`config.mk`:
```
export PLATFORM = sky130hd
export DESIGN_NAME = rcc_clk_div_dyn
export DESIGN_NICKNAME = d
export VERILOG_FILES = /design/src/rtl/rcc_clk_div_dyn.sv
export SDC_FILE = /design/constraint.sdc
export NUM_CORES = 1
export LEC_CHECK = 0
export ABC_AREA = 1
export BUFFER_PORTS_ARGS = -buffer_cell sky130_fd_sc_hd__buf_2
export CELL_PAD_IN_SITES_DETAIL_PLACEMENT = 1
export CELL_PAD_IN_SITES_GLOBAL_PLACEMENT = 1
export CORE_ASPECT_RATIO = 0.7
export CORE_MARGIN = 8
export CORE_UTILIZATION = 38
export DETAILED_ROUTE_END_ITERATION = 6
export GPL_TIMING_DRIVEN = 0
export MAX_ROUTING_LAYER = met4
export PLACE_DENSITY = 0.79
export RECOVER_POWER = 25
export SLEW_MARGIN = 0
export SYNTH_ARGS = -nofsm -noshare
export SYNTH_HDL_FRONTEND = slang
export SYNTH_SLANG_ARGS = --single-unit
```
`constraint.sdc`:
```
create_clock -name i_clk -period 2 [get_ports i_clk]
set_clock_uncertainty 0.15 [all_clocks]
set_input_delay 0.6 -clock i_clk [delete_from_list [all_inputs] [get_ports i_clk]]
set_output_delay 0.6 -clock i_clk [all_outputs]
set_load 0.1 [all_outputs]
```
`src/rtl/rcc_clk_div_dyn.sv`:
```
// Runtime-reprogrammable integer clock divider; the ratio is loaded via a 4-phase req/ack handshake.
// Define RCC_CLK_DIV_PULSE_EN to add the div_pulse clock-enable strobe output.
module rcc_clk_div_dyn #(
    parameter int RATIO_WID = 6,
    parameter int RST_RATIO = 0
) (
    input  logic                 i_clk,
    input  logic                 rst_n,
    input  logic                 upd_req,
    input  logic [RATIO_WID-1:0] upd_ratio,
    output logic                 upd_ack,
    output logic [RATIO_WID-1:0] cur_ratio,
    output logic                 o_clk,
    output logic                 div_en
`ifdef RCC_CLK_DIV_PULSE_EN
    ,
    output logic                 div_pulse
`endif
);

    typedef enum logic {
        OFF = 1'b0,
        RUN = 1'b1
    } state_t;

    localparam logic [RATIO_WID-1:0] ONE       = RATIO_WID'(1);
    localparam logic [RATIO_WID-1:0] TWO       = RATIO_WID'(2);
    localparam logic [RATIO_WID-1:0] RST_N_VAL = RATIO_WID'(RST_RATIO);
    localparam bit                   RST_RUN   = (RST_RATIO >= 2);
    localparam logic [RATIO_WID-1:0] RST_CNT   = RST_RUN ? (RST_N_VAL - ONE) : '0;

    state_t               state;
    logic [RATIO_WID-1:0] cnt;
    logic [RATIO_WID-1:0] cnt_inc;
    logic [RATIO_WID-1:0] half;
    logic                 pending;
    logic                 boundary;
    logic                 new_run;

    always_comb begin
        cnt_inc  = cnt + ONE;
        half     = cur_ratio >> 1;
        pending  = upd_req && !upd_ack;
        boundary = (cnt == (cur_ratio - ONE));
        new_run  = (upd_ratio >= TWO);
    end

    // A ratio change is only taken at a period boundary while running, so no runt pulse appears.
    always_ff @(posedge i_clk or negedge rst_n) begin
        if (!rst_n) begin
            state     <= RST_RUN ? RUN : OFF;
            cnt       <= RST_CNT;
            cur_ratio <= RST_N_VAL;
            o_clk     <= 1'b0;
            upd_ack   <= 1'b0;
            div_en    <= RST_RUN;
        end else begin
            if (upd_ack && !upd_req) begin
                upd_ack <= 1'b0;
            end
            if (pending && (state == OFF || boundary)) begin
                cur_ratio <= upd_ratio;
                upd_ack   <= 1'b1;
                if (new_run) begin
                    state  <= RUN;
                    div_en <= 1'b1;
                    cnt    <= '0;
                    o_clk  <= 1'b1;
                end else begin
                    state  <= OFF;
                    div_en <= 1'b0;
                    o_clk  <= 1'b0;
                end
            end else if (state == RUN) begin
                if (boundary) begin
                    cnt   <= '0;
                    o_clk <= 1'b1;
                end else begin
                    cnt   <= cnt_inc;
                    o_clk <= (cnt_inc < half);
                end
            end
        end
    end

`ifdef RCC_CLK_DIV_PULSE_EN
    assign div_pulse = (state == RUN) && (cnt == '0);
`endif

endmodule

```
* Word level (Yosys, flattened, before mapping)
Cells that the tools add are included.
** Word-level totals
- Flip-flop bits (word level) :: 15
- Bits of input ports :: 9
- Output and inout port bits :: 9
- Logic and storage cells :: 31
** Operators by class
- Add/sub/neg operators :: 2
- $lt $le $gt $ge :: 2
- Eq/ne operators :: 2
- Mux-type cells :: 10
- Bitwise logic cells :: 1
- Reductions and logical operators :: 9
** Operators with widths (count)
- two-way mux 6 bit :: 4
- adder 6 x 1 -> 6 bit (second input constant) :: 1
- == test 6 bit :: 1
- >= comparator 6 x 2 -> 1 bit (second input constant) :: 1
- < comparator 6 x 5 -> 1 bit :: 1
- two-way mux 1 bit :: 6
- subtractor 6 x 1 -> 6 bit (second input constant) :: 1
- nonzero test 2 bit :: 2
- logical AND 1 bit :: 3
- zero test 1 bit :: 2
- != test 2 bit (second input constant) :: 1
- AND reduction 2 bit :: 1
- logical OR 1 bit :: 1
- inverter 1 bit :: 1

* Depth between registers and ports, before layout
Gate-level depths: netlist (run 1).
- Depth after elaboration :: 6
- Depth in mapped cells :: 15
- Mapped depth without buffers :: 15

* Worst setup path after synthesis (run 1)
Ideal clock, no wire load.
- Path kind :: reg-to-reg
- From :: register cur_ratio[0]
- To :: register cur_ratio[4]
- Arrival time :: 2392 ps
- Required time :: 1724 ps
- Setup slack :: -667 ps
- Cell stages (with the launch flop) :: 15
- Buffers on the path :: 1
- Clock period less this slack :: 2667 ps
- Cells stage by stage :: dfrtp_1 inv_1 ha_1 inv_1 nand2_1 nand2_1 nor2_1 nand2_1 nor2_2 nand3_2 nand2_4 nand2_4 buf_6 nand2_1 o21ai_1
** On the way
- Longest elaborated chain between the ends :: 4
** Ends and longest elaborated chain
- from (decl) :: line 12 : output logic [RATIO_WID-1:0] cur_ratio,
- from (signal assigned) :: line 62 : cur_ratio <= upd_ratio;
- subtractor 6 x 1 -> 6 bit :: line 44 : boundary = (cnt == (cur_ratio - ONE));
- == test 6 bit :: line 44
- logical OR 1 bit :: line 61 : if (pending && (state == OFF || boundary)) begin
- logical AND 1 bit :: line 61
No other way between the ends.
A chain may end at the register's enable or synchronous reset.

* Worst setup path in the final report (run 1)
- From :: register cur_ratio[1]
- To :: register cur_ratio[4]
The elaborated chain is that of the path after synthesis.

==> flow_summary.yaml, run 1 <==
status:
  status: "finished, violations left"
  violations: "setup timing"
timing:
  finalSetupViolations: 14
  hold_viol: 0
  fin_crit_sh_pct: 104.5
  relSlewSlack_pct: 40.87
  fmax_ghz: 0.4786
  rsz0062_at_grt: "yes"
  worst-slew-pin-transition_ns: 0.8870
  final.setup.worst_slack_ns: -0.08962
  tns_ns: -0.8035
  drv_slew: 0
  min_period_ns: 2.090
  holdWs_ns: 0.2918
drt:
  antenna_left: 0
  num_vias: 1080
  drt-wirelength-per-cell_um: 14.85
  drt_iter0_drc: 31
  avgViaCountPerCell: 4.954
  routed_wl_mm: 3.238
  drc: 0
  drt_first_pass_iters: 4
setup_path:
  required_ns: 1.99
  cp_num_cells: 13
  cp-end-kind: "register"
  cpMaxStageDelayCell: "dfrtp_4"
  r2r_cells: 13
  rrSetupSlack_ns: -0.09
  cp-start-kind: "register"
  crit_path_max_incr_delay_ns: 0.51
  cp_num_buf_inv: 2
  worstSetupPathType: "register to register"
  arrival_ns: 2.08
  crit_top_cell: "nand2_1"
  cp_top_family: "simple AND/OR/NAND/NOR gates"
  r2r-start: "cur_ratio[1]"
  crit_start: "cur_ratio[1]"
  path_cells: "inv_4, ha_4, nand2_1, nand2_2, nor2_2, nand2_1, nor2_2, nand3_2, nand2_4, nand2_8, buf_6, nand2_1, o21ai_1"
  crit_path_max_fanout: 7
synthesis:
  synth_top_area_cell: "dfrtp_1"
  syn_nets: 172
  yosysUniqueCellTypes: 21
  ys.warnings.count: 0
  synth_top_family_by_area: "simple AND/OR/NAND/NOR gates"
  synth.area.top_cells: "dfrtp_1 35%, nand2_1 22%, ha_1 7.1%"
  yosysTopAreaCellShare_pct: 35.38
  synthCells: 157
  synth-adder-area-share_pct: 7.075
  synth_seq_cells: 15
  synth_compound_area_share_pct: 4.127
  synth_xor_area_share_pct: 3.302
  synth.avg_cell_area_um2: 6.758
  ys_seq_area_share_pct: 35.38
  muxShareOfSynthArea_pct: 0
  synthSimpleGateAreaFrac_pct: 40.09
  synthesis.area_um2: 1061
clock_tree:
  cts_max_path_buffers: 2
  path_clk_slew_ns: 0.07
  ctsHoldBuffers: 0
  clock-sinks: 15
  insertion_delay_ns: 0.25
  cts_tree: "built"
  cts_made_buffers: 3
  cts_max_level: 1
  cts_root_buf: "clkbuf_8"
place:
  place_ws_ns: -0.1059
  hpwl_mm: 2.300
  gp_congestion: 0.8239
  placed_area_um2: 1221
  io_buffers: 17
floorplanning:
  die_h_um: 60.21
  num_rows: 16
  die_area_um2: 4766
  die_w_um: 79.16
  initial_core_util_pct: 38.97
  core_um2: 2723
  pin_count: 18
finish:
  antennaDiodeCount: 0
  design_area_um2: 1373
  fillers: 384
  nets: 198
  syn_to_final_growth_pct: 29.36
  layout-drive-gt1-share_pct: 32.42
grt:
  grt_usage_pct: 14.88
  overflow: 0
  grt_pass1_wl_mm: 5.388
  grt_pass1_vias: 1143
  grt_max_degree: 16
  antenna_found_initial: 0
worst_hold_path:
  hp-class: "primary input to async pin"
job:
  cap_violations: 0
## synth_stat cells
master,n
nand2_4,2
xnor2_1,1
nand4_1,1
inv_1,20
nand2_1,62
buf_2,1
nor2_2,2
nor3_1,1
a21oi_1,3
nand3_1,15
o21ai_0,1
nor2_1,12
inv_2,4
ha_1,6
a21oi_2,1
nand3_2,2
nand2_2,1
o21ai_1,3
dfrtp_1,15
buf_6,1
xor2_1,3
## cell families (layout without fill, tap and decap cells)
group | count (synthesis) | in the layout
AOI/OAI and AO/OA | 8 | 8
and+or+nand+nor | 98 | 98
buffers and inverters | 26 | 51
adders and majority gates | 6 | 6
xor gates and xnor gates | 4 | 4
DFF | 15 | 15
## cells in the final DEF (no fill, tap or decap), types with 2 or more instances in the layout
cell	instances
nand3_1	15
inv_2	5
clkbuf_1	2
xor2_1	3
dfrtp_1	8
clkbuf_8	3
buf_2	16
dfrtp_2	5
inv_1	17
buf_4	3
dfrtp_4	2
buf_6	2
nor2_2	4
o21ai_1	3
nor2_1	9
ha_1	4
nand2_2	4
nand2_1	58
ha_4	2
a21oi_2	4
nand2_4	2
## worst register-to-register path, stage by stage (launching register included)
cell,delay [ns]
dfrtp_4,0.51
inv_4,0.08
ha_4,0.20
nand2_1,0.08
nand2_2,0.06
nor2_2,0.09
nand2_1,0.08
nor2_2,0.10
nand3_2,0.12
nand2_4,0.14
nand2_8,0.09
buf_6,0.18
nand2_1,0.05
o21ai_1,0.06
## registers in the layout, summed over array words and instances (netlist names)
name,count
cur_ratio,6
o_clk,1
upd_ack,1
state,1
cnt,6
## layer usage
metal | share of wire (%) | routed length, um | GRT usage, %
met5 | 0 | 0 | -
met3 | 1.9 | 62 | 2.102
met2 | 47 | 1526 | 23.57
met4 | 1.0 | 33 | 5.249
met1 | 50 | 1615 | 18.99
## final timing paths
check                                    end
worst min-delay path                  cnt[2]
min in group i_clk                     o_clk
max in group asynchronous       cur_ratio[1]
worst max-delay path            cur_ratio[4]
worst min register to register         o_clk
worst max register to register  cur_ratio[4]
## stage by stage
stage / std cells / util, %
final: 218 / 50.41
after global placement: 210 / 44.85
after CTS: 218 / 48.94
after detailed placement: 210 / 44.85
after floorplan: 157 / -
after global routing: 218 / 50.41
## layout make-up
type / instances / area [um2] / share of cell area (%)
Timing Repair Buffer: 21 / 120.1 / 8.751
Tap cell: 36 / 45.04 / 3.282
Clock buffer: 4 / 45.04 / 3.282
Buffer: 2 / 16.27 / 1.185
Inverter: 24 / 97.59 / 7.110
Multi-Input combinational cell: 116 / 659.4 / 48.04
Sequential cell: 15 / 389.1 / 28.35
## what timing repair did
item,CTS,global route
pin swaps,3,3
setup buffers,3,0
endpoints found under the setup margin,14,16
cloned,1,0
resized for setup,9,11
Power of run 1 is left out: the tool's default activity adds up to more than one toggle a clock period on the data nets, which glitch-free logic cannot reach.
==> run 2: changes to the inputs <==
--- a/config.mk
+++ b/config.mk
@@ -6,17 +6,18 @@
 export NUM_CORES = 1
 export LEC_CHECK = 0
 export ABC_AREA = 1
+export ABC_CLOCK_PERIOD_IN_PS = 2000
 export BUFFER_PORTS_ARGS = -buffer_cell sky130_fd_sc_hd__buf_2
 export CELL_PAD_IN_SITES_DETAIL_PLACEMENT = 1
 export CELL_PAD_IN_SITES_GLOBAL_PLACEMENT = 1
 export CORE_ASPECT_RATIO = 0.7
 export CORE_MARGIN = 8
-export CORE_UTILIZATION = 38
+export CORE_UTILIZATION = 35
 export DETAILED_ROUTE_END_ITERATION = 6
 export GPL_TIMING_DRIVEN = 0
 export MAX_ROUTING_LAYER = met4
-export PLACE_DENSITY = 0.79
-export RECOVER_POWER = 25
+export PLACE_DENSITY = 0.74
+export RECOVER_POWER = 100
 export SLEW_MARGIN = 0
 export SYNTH_ARGS = -nofsm -noshare
 export SYNTH_HDL_FRONTEND = slang
==> run 2 against run 1 <==
  * The run still ends with setup timing left
  * Cell count increased by 2.8%
  * Clock-buffer cell count is the same
  * Worst setup slack gained 0.021 ns
  * Global-route usage fell by 0.52 points
  * Final area is 1.0% lower
  * Register-to-register slack improved by 0.02 ns
  * First-iteration DRC count is 45% higher
  * Hold slack worse by 0.0099 ns
  * Sequential cell count stayed put
  * Critical path depth unchanged
  * Wire length fell by 0.68%
  * Via count up 2.0%
==> flow_summary.yaml, run 2 (synthesis results as in run 1) <==
finish:
  layout-drive-gt1-share_pct: 30.32
  antennaDiodeCount: 0
  top_regs: "cnt: 6 flops, cur_ratio: 6 flops"
  final_cell_mix: "62 x nand2_1, 17 x inv_1, 15 x nand3_1"
  syn_to_final_growth_pct: 28.07
  nets: 204
  design_area_um2: 1359
  final_common_cell: "nand2_1"
timing:
  min_period_ns: 2.069
  fmax_ghz: 0.4833
  fin_crit_sh_pct: 103.5
  rsz0062_at_grt: "yes"
  tns_ns: -0.5125
  hold_viol: 0
  final.setup.worst_slack_ns: -0.06909
  finalSetupViolations: 14
  worst-slew-pin-transition_ns: 0.8462
  drv_slew: 0
  relSlewSlack_pct: 43.58
grt:
  overflow: 0
  grt_pass1_vias: 1133
  antenna_found_initial: 0
  grt_pass1_wl_mm: 5.437
  grt_max_degree: 16
  grt_usage_pct: 14.36
drt:
  top_layer_used: "met4"
  met1Wirelength_mm: 1.512
  antenna_left: 0
  dr_wl_met2_mm: 1.564
  routed_wl_mm: 3.216
  drt_iter0_drc: 45
  avgViaCountPerCell: 4.920
  num_vias: 1102
  drc: 0
  drt_first_pass_iters: 4
  wl_met3_um: 112
  drt-wirelength-per-cell_um: 14.36
setup_path:
  required_ns: 2.04
  path_cells: "inv_4, ha_4, nand2_1, nand2_1, nor2_2, nand2_1, nor2_2, nand3_2, nand2_4, nand2_4, nand2_2, nand3_1, nand2_1"
  cp-end-kind: "register"
  arrival_ns: 2.11
  rrSetupSlack_ns: -0.07
  crit_top_cell: "nand2_1"
  crit_start: "cur_ratio[1]"
  rr_endpoint: "cnt[3]"
  r2r_cells: 13
  cpMaxStageDelayCell: "dfrtp_4"
  cp-start-kind: "register"
  crit_path_max_incr_delay_ns: 0.51
  crit_path_max_fanout: 7
  r2r-start: "cur_ratio[1]"
  worstSetupPathType: "register to register"
place:
  placed_area_um2: 1221
  io_buffers: 17
  gp_congestion: 0.8223
  hpwl_mm: 2.456
floorplanning:
  die_w_um: 81.81
  num_rows: 16
  core_um2: 2843
  pin_count: 18
  die_h_um: 62.07
  initial_core_util_pct: 37.32
  die_area_um2: 5077
clock_tree:
  path_clk_slew_ns: 0.06
  cts_made_buffers: 3
  cts_root_buf: "clkbuf_8"
  cts_tree: "built"
  cts_max_level: 1
  cts_max_path_buffers: 2
  clock-sinks: 15
  insertion_delay_ns: 0.25
job:
  cap_violations: 0
status:
  violations: "setup timing"
  status: "finished, violations left"
worst_hold_path:
  hp-class: "primary input to async pin"
-- run 2: changes by cell type in the layout (fill, tap and decap cells not counted), sizes merged --
cell    change
clkbuf      +7
buf         -1
-- run 2: worst max-delay path by stage --
stage / endpoint / cells past startpoint
global placement: cur_ratio[1] / 13
finish: cnt[3] / 13
detailed placement: cur_ratio[1] / 13
floorplan: cur_ratio[1] / 14
global route: cur_ratio[1] / 13
CTS: cur_ratio[1] / 13
-- run 2: critical path, delay by kind of cell, from the launching register on --
family | cells | cell delay, ns
adders and majority gates | 1 | 0.20
buffers and inverters | 1 | 0.08
DFF | 1 | 0.51
and+or+nand+nor | 11 | 1.09
-- run 2: area by class of cell --
cell class	instances	area, um2
sequential	15	390.4
timing repair buffer	27	167.7
tap	36	45.04
multi-input combinational	116	596.8
inverter	24	97.59
buffer	2	16.27
fill	383	1484
clock buffer	4	45.04
-- run 2: metal layers --
metal | GRT usage [%] | vias up
li1 | - | 542
met1 | 18.29 | 535
met2 | 23.77 | 21
met3 | 2.155 | 4
met4 | 2.985 | 0
met5 | - | -
-- run 2: metrics by stage --
stage	hold slack (ns)	util (%)	std cells	worst slack (ns)
floorplan	0.1544	-	157	-0.08794
global placement	0.3068	42.96	210	-0.09293
detailed placement	0.3443	42.96	210	-0.1125
CTS	0.1159	46.74	221	-0.06999
global route	0.3565	47.80	224	-0.1946
finish	0.2820	47.80	224	-0.06909
-- run 2: what timing repair did --
item / CTS / global route
endpoints found under the setup margin: 15 / 17
setup buffers: 6 / 3
gates resized for setup: 5 / 4
cloned: 1 / 0
pin swaps: 1 / 1
hold buffers: 0 / 0
Power of run 2 is left out for the same reason.
